<file path="config.mk">
export PLATFORM = sky130hd
export DESIGN_NAME = mux_scan_n
export DESIGN_NICKNAME = d
export VERILOG_FILES = /design/src/rtl/mux_pkg.sv /design/src/rtl/mux_scan_n_scan_seq.sv /design/src/rtl/mux_scan_n.sv
export SDC_FILE = /design/constraint.sdc
export NUM_CORES = 1
export LEC_CHECK = 0
export BUFFER_PORTS_ARGS = -buffer_cell sky130_fd_sc_hd__buf_2
export CORE_UTILIZATION = 50
export DETAILED_ROUTE_END_ITERATION = 8
export GPL_TIMING_DRIVEN = 0
export PLACE_DENSITY = 0.88
export SETUP_SLACK_MARGIN = 0.15
export SYNTH_ARGS = -nofsm -noshare
export SYNTH_HDL_FRONTEND = slang
export SYNTH_SLANG_ARGS = --single-unit
</file>
<file path="constraint.sdc">
create_clock -name CLK -period 3.65 [get_ports CLK]
set_input_delay 0.5475 -clock CLK [delete_from_list [all_inputs] [get_ports CLK]]
set_output_delay 0.5475 -clock CLK [all_outputs]
set_load 0.005 [all_outputs]
</file>
<file path="src/rtl/mux_pkg.sv">
// Shared types and helpers for the scanning N-channel multiplexer.
package mux_pkg;

  typedef enum logic {
    S_MAN  = 1'b0,
    S_SCAN = 1'b1
  } state_t;

  localparam logic MODE_MAN  = 1'b0;
  localparam logic MODE_SCAN = 1'b1;

  // LSB position of channel idx inside the packed data bus.
  function automatic int unsigned slice_lsb(input int unsigned idx, input int unsigned w);
    return idx * w;
  endfunction

endpackage

</file>
<file path="src/rtl/mux_scan_n_scan_seq.sv">
// Dwell/channel counter pair for scan mode; flags the edge where the channel wraps.
module scan_seq #(
  parameter int N_CH  = 12,
  parameter int SEL_W = 4,
  parameter int DWELL = 4
) (
  input  logic             clk,
  input  logic             rst_n,
  input  logic             clr,
  input  logic             en,
  output logic [SEL_W-1:0] ch_cnt,
  output logic             wrapped
);

  localparam int DW_W = (DWELL > 1) ? $clog2(DWELL) : 1;

  logic [DW_W-1:0] dwell_cnt;

  // clr wins over en; with neither, the counters freeze (hold).
  always_ff @(posedge clk or negedge rst_n) begin
    if (!rst_n) begin
      dwell_cnt <= '0;
      ch_cnt    <= '0;
      wrapped   <= 1'b0;
    end else if (clr) begin
      dwell_cnt <= '0;
      ch_cnt    <= '0;
      wrapped   <= 1'b0;
    end else if (en) begin
      wrapped <= 1'b0;
      if (dwell_cnt == DW_W'(DWELL - 1)) begin
        dwell_cnt <= '0;
        if (ch_cnt == SEL_W'(N_CH - 1)) begin
          ch_cnt  <= '0;
          wrapped <= 1'b1;
        end else begin
          ch_cnt <= ch_cnt + SEL_W'(1);
        end
      end else begin
        dwell_cnt <= dwell_cnt + DW_W'(1);
      end
    end
  end

endmodule

</file>
<file path="src/rtl/mux_scan_n.sv">
// Registered N-channel mux with manual select or a dwell-based channel scan.
module mux_scan_n
  import mux_pkg::*;
#(
  parameter int N_CH  = 12,
  parameter int W     = 4,
  parameter int SEL_W = 4,
  parameter int DWELL = 4
) (
  input  logic              CLK,
  input  logic              nRST,
  input  logic [N_CH*W-1:0] Din,
  input  logic [SEL_W-1:0]  Sin,
  input  logic              Mode,
  input  logic              Hold,
  output logic [W-1:0]      Dout,
  output logic [SEL_W-1:0]  Chan,
  output logic              Valid,
  output logic              Err,
  output logic              Frame
);

  state_t           state;
  state_t           state_nxt;
  logic [SEL_W-1:0] ch_cnt;
  logic             wrapped;
  logic             seq_en;
  logic             seq_clr;
  logic             sin_ok;
  logic [SEL_W-1:0] sel_idx;
  logic [W-1:0]     sel_data;

  always_ff @(posedge CLK or negedge nRST) begin
    if (!nRST) state <= S_MAN;
    else       state <= state_nxt;
  end

  always_comb begin
    state_nxt = state;
    if (!Hold) state_nxt = (Mode == MODE_SCAN) ? S_SCAN : S_MAN;
  end

  // Counters only run while scanning and staying in scan; any other unheld edge clears them.
  always_comb begin
    seq_en  = !Hold && (state == S_SCAN) && (state_nxt == S_SCAN);
    seq_clr = !Hold && !seq_en;
    sin_ok  = {1'b0, Sin} < (SEL_W + 1)'(N_CH);
    sel_idx = (state == S_SCAN) ? ch_cnt : Sin;
  end

  // Compare-and-select so an out-of-range index never addresses Din.
  always_comb begin
    sel_data = '0;
    for (int k = 0; k < N_CH; k++) begin
      if (sel_idx == SEL_W'(k)) sel_data = Din[slice_lsb(k, W) +: W];
    end
  end

  scan_seq #(
    .N_CH  (N_CH),
    .SEL_W (SEL_W),
    .DWELL (DWELL)
  ) u_seq (
    .clk     (CLK),
    .rst_n   (nRST),
    .clr     (seq_clr),
    .en      (seq_en),
    .ch_cnt  (ch_cnt),
    .wrapped (wrapped)
  );

  always_ff @(posedge CLK or negedge nRST) begin
    if (!nRST) begin
      Dout  <= '0;
      Chan  <= '0;
      Valid <= 1'b0;
      Err   <= 1'b0;
      Frame <= 1'b0;
    end else if (Hold) begin
      Frame <= 1'b0;
    end else if (state == S_SCAN) begin
      Dout  <= sel_data;
      Chan  <= ch_cnt;
      Valid <= 1'b1;
      Err   <= 1'b0;
      Frame <= wrapped;
    end else begin
      Frame <= 1'b0;
      if (sin_ok) begin
        Dout  <= sel_data;
        Chan  <= Sin;
        Valid <= 1'b1;
        Err   <= 1'b0;
      end else begin
        Valid <= 1'b0;
        Err   <= 1'b1;
      end
    end
  end

endmodule

</file>
======== Word level (Yosys, flattened, before mapping) ========
Cells that the tools add are included.
operators by class
  equal/unequal tests ..................... 13
  reductions and logical operators ........ 11
  muxes and demuxes ....................... 36
  $lt $le $gt $ge ......................... 1
  bitwise gates (word level) .............. 1
  add/subtract/negate cells ............... 2
operators with widths
  kind                                           number
  2-to-1 mux 4 bit                               21
  == test 4 bit, second input constant           5
  == test 4 x 3 -> 1 bit, second input constant  4
  2-to-1 mux 1 bit                               12
  == test 4 x 2 -> 1 bit, second input constant  2
  2-to-1 mux 2 bit                               3
  nonzero test 2 bit                             3
  adder 4 x 1 -> 4 bit, second input constant    1
  == test 4 x 1 -> 1 bit, second input constant  1
  zero test 4 bit                                1
  < comparator 4 bit, second input constant      1
  AND reduction 2 bit                            2
  logical AND 1 bit                              3
  adder 2 x 1 -> 2 bit, second input constant    1
  == test 2 bit, second input constant           1
  zero test 1 bit                                2
  inverter 1 bit                                 1
storage, ports and cells
  register bits ........................... 19

======== Depth between registers and ports, before layout ========
  depth in word-level cells ............... 16
  mapped depth ............................ 7
  mapped depth without buffers ............ 5

======== Cells and area by module ========
From an unflattened synthesis, not the netlist that was laid out.
second synthesis, totals
  cell total of the unflattened synthesis .. 175
  area total of the unflattened synthesis .. 1537.7 um2
by module, submodules not included
  module      area each (um2)  times used  cells each
  mux_scan_n  1176.1           1           139
  scan_seq    361.6            1           36

======== Least setup slack after synthesis ========
Ideal clock, no wire load.
  path type ............................... in2reg
  from .................................... input port Sin[1]
  to ...................................... register Dout[2]
  path buffers ............................ 1
  required time ........................... 3525 ps
  arrival time ............................ 1647 ps
  cell stages on the path ................. 6
  slack ................................... 1878 ps
  cell sequence ........................... mux2_2 buf_2 mux4_2 o2bb2ai_1 a211oi_1 nor2_1
between the ends
  word-level cells in the longest chain between the ends .. 16
ends and longest elaborated chain
  what                            line              text
  from (decl)                     mux_scan_n.sv:13  input logic [SEL_W-1:0] Sin,
  2-to-1 mux 4 bit                mux_scan_n.sv:48  sel_idx = (state == S_SCAN) ? ch_cnt : Sin;
  zero test 4 bit                 mux_scan_n.sv:55  if (sel_idx == SEL_W'(k)) sel_data = Din[slice_lsb(k, W) +: W];
  2-to-1 mux 4 bit (12 in a row)  mux_scan_n.sv:55
  2-to-1 mux 4 bit                mux_scan_n.sv:89  if (sin_ok) begin
  2-to-1 mux 4 bit                mux_scan_n.sv:81  end else if (state == S_SCAN) begin
  to (signal assigned)            mux_scan_n.sv:82  Dout <= sel_data;
  to (signal assigned)            mux_scan_n.sv:90  Dout <= sel_data;
  to (decl)                       mux_scan_n.sv:16  output logic [W-1:0] Dout,
Parallel ways exist; a longest one is shown, timed or not. The select of a mux whose other input is x is not followed.
A chain may end at the register's enable or synchronous reset.

======== Final worst setup path ========
  from .................................... register state
  to ...................................... register Dout[3]
between the ends
  word-level cells in the longest chain between the ends .. 16
ends and longest elaborated chain
  what                            line              text
  from (decl)                     mux_scan_n.sv:23  state_t state;
  from (signal assigned)          mux_scan_n.sv:35  else state <= state_nxt;
  2-to-1 mux 4 bit                mux_scan_n.sv:48
  zero test 4 bit                 mux_scan_n.sv:55
  2-to-1 mux 4 bit (12 in a row)  mux_scan_n.sv:55
  2-to-1 mux 4 bit                mux_scan_n.sv:89
  2-to-1 mux 4 bit                mux_scan_n.sv:81
Parallel ways exist; a longest one is shown, timed or not. The select of a mux whose other input is x is not followed.

==> impl_results.md <==
- Core area: 2730 um^2
- Final period util: 0.546
- Global-route wire length before repair: 6200 um
- Detailed Routing Iterations Pass 1: 4
- Fin nets: 284
- Critical Path AT: 2200 ps
- Leading cell type in the layout, fill and taps excluded: buf_2
- Final min period: 1990 ps
- Clk sinks: 19
- Final hold violations: 0
- Worst skew pair latency: 310 ps
- Maximum clock insertion buffer count: 2
- Pin count of the biggest net entering global routing: 20
- Starting Density: 0.524
- CTS tree: built
- Post-synthesis sequential area ratio: 0.332
- Via count: 1,541
- Crit. End Element: flip-flop
- I/O pins: 67
- VDD IR max: 0.000258 V
- Synthesized cell area: 1430 um^2
- PD cells: 286 nW/um^2
- Synth Area per Inst: 9.25 um^2
- Library cells used by synthesis: 46
- Max-Cap Viols: 0
- CTS root buffer: clkbuf_4
- Slew Limit Fails: 0
- Crit path required time: 3860 ps
- Fmax achieved: 501 MHz
- Predominant post-synthesis flop cell: dfrtp_1
- Antenna violations before repair: 0
- Synth Instances: 155
- Warnings from Yosys: 0
- Area growth from synthesis to layout: 27.7%
- Status: finished, final reports clean
- GRT met1 Usage: 0.299
- R2R setup slack: 1660 ps
- Site row count: 19
- Die Footprint: 3090 um^2
- Worst setup slack after layout: 1660 ps
- Clock skew: 1.03 ps
- Routing usage on met3: 0.0515
- Post-Place Cells: 252
- Worst-Margin Slew: 656 ps
- GR Util All Layers: 0.256
- TritonCTS Buffers: 3
- Number of hold buffers added after CTS: 0
- Slew headroom: 0.550
- First-iteration detailed-routing DRC count: 45
- ANT cells: 0
- R2R Path Start: state
- Top cells by area, synth: dfrtp_1 33%, mux2i_1 7.7%, nor2_1 3.9%
- Yosys top cell by area: dfrtp_1
- Share of synthesized flip-flops with an asynchronous set or reset: 1.00
- Post-DP Area: 1800 um^2
- Worst R2R Path Depth: 5
- Worst hold-check path type: primary input to asynchronous set/reset pin
- Pleak: 0.888 nW
- Hpwl dp: 2930 um
- Post-synth EDFFs: 0
- Final GP Congestion: 0.850
- Critical path peak fanout: 10
- Number of vias per cell: 6.02
- Fraction of layout instances using a drive strength above 1: 0.373
- RSZ-0062 raised after global routing: no
- Seq cells post-synth: 19
- Die Ht: 55.6 um
- WL/cell: 14.4 um
- WL final: 3690 um
- DRC: 0
- # resized after CTS: 0
- Most frequent cells in the layout: 69 x buf_2, 19 x dfrtp_1, 15 x nor2_1
- Post-CTS setup buffer count: 0
- Critical path startpoint category: flip-flop
- Most Crowded Layer GR: met2
- Number of global-route vias before repair: 1,478
- Setup_tns: 0 ps
- Pre-CTS WS: 1580 ps
- Grt met2 use: 0.441
- Final Cell Area: 1830 um^2
- Clk pin slew, worst setup/hold paths: 110 ps
- Antenna viol nets, final: 0
- Capturing point of the worst reg2reg path: Dout[3]
- GRT Residual Overflow: 0
- Critical path class: flip-flop to flip-flop
- Setup Viol. Count Final: 0
- Syn_nets: 213
- Fin cells: 256
- I/O Buffers: 66
- Die W: 55.6 um
- Hold slack final: 146 ps
- Top-area cell type share of the netlist area: 0.332
- # H-tree levels: 1
sequential cells by signal, summed over array words and instances, names as in the netlist:
name,flops
Chan,4
Dout,4
u_seq.ch_cnt,4
u_seq.dwell_cnt,2
Err,1
Frame,1
Valid,1
state,1
u_seq.wrapped,1
per-stage QoR:
stage	utilization	power (mW)
floorplan	-	0.341
global placement	0.659	0.411
detailed placement	0.659	0.415
CTS	0.670	0.521
global route	0.670	0.550
finish	0.670	0.524
Yosys cell counts, types with 2 or more instances:
library cell / instances
dfrtp_1: 19
nor2_1: 15
a21oi_1: 11
mux2i_1: 11
o21ai_0: 11
inv_1: 9
nand2_1: 9
nor3_1: 4
o22ai_1: 4
a21o_1: 3
a32o_1: 3
buf_2: 3
clkbuf_1: 3
nand3_1: 3
nor2b_1: 3
a22o_1: 2
a32oi_1: 2
ha_1: 2
mux2_2: 2
mux4_1: 2
mux4_2: 2
nand2b_1: 2
o211ai_1: 2
o21ai_1: 2
o22a_1: 2
o2bb2ai_1: 2
o31ai_1: 2
o32a_1: 2
power by group:
part           internal, mW  switching (mW)
clock                0.0410          0.0698
combinational        0.0851          0.0852
sequential            0.229          0.0139
total                 0.355           0.169
metal layers:
layer  share of wire  wire [um]
met1            0.41       1510
met2            0.48       1790
met4           0.033        123
met3           0.074        273
met5               0          0
worst max-delay path: stages, from the launching register on:
cell      delay (ps)
dfrtp_1          470
buf_6            180
mux2i_2          550
o21ai_0          240
a221oi_2         360
o21ai_1           90
cell type report:
class | count | area [um^2]
plain buffers | 7 | 37.5
clock buffers | 3 | 22.5
clock inverters | 1 | 5.00
fillers | 240 | 903
inverters | 9 | 33.8
multi-input cells | 120 | 887
flip-flops and latches | 19 | 475
well taps | 31 | 38.8
repair buffers | 66 | 330
worst max-delay path by stage:
stage,from,to,depth (start not counted)
global route,state,Dout[3],5
floorplan,Sin[1],Dout[2],6
CTS,state,Dout[3],5
finish,state,Dout[3],5
detailed placement,Sin[2],Dout[3],6
global placement,Sin[0],Dout[3],6
logic make-up (layout without fill, tap and decap cells):
family,count (synthesis),count (layout),synth area share
AOI/OAI and AO/OA,57,57,0.278
and+or+nand+nor,42,42,0.142
muxes,19,19,0.181
DFF,19,19,0.332
buffers and inverters,16,86,0.0497
adders and majority gates,2,2,0.0174
Note: power is estimated with default switching activity, not from simulation.
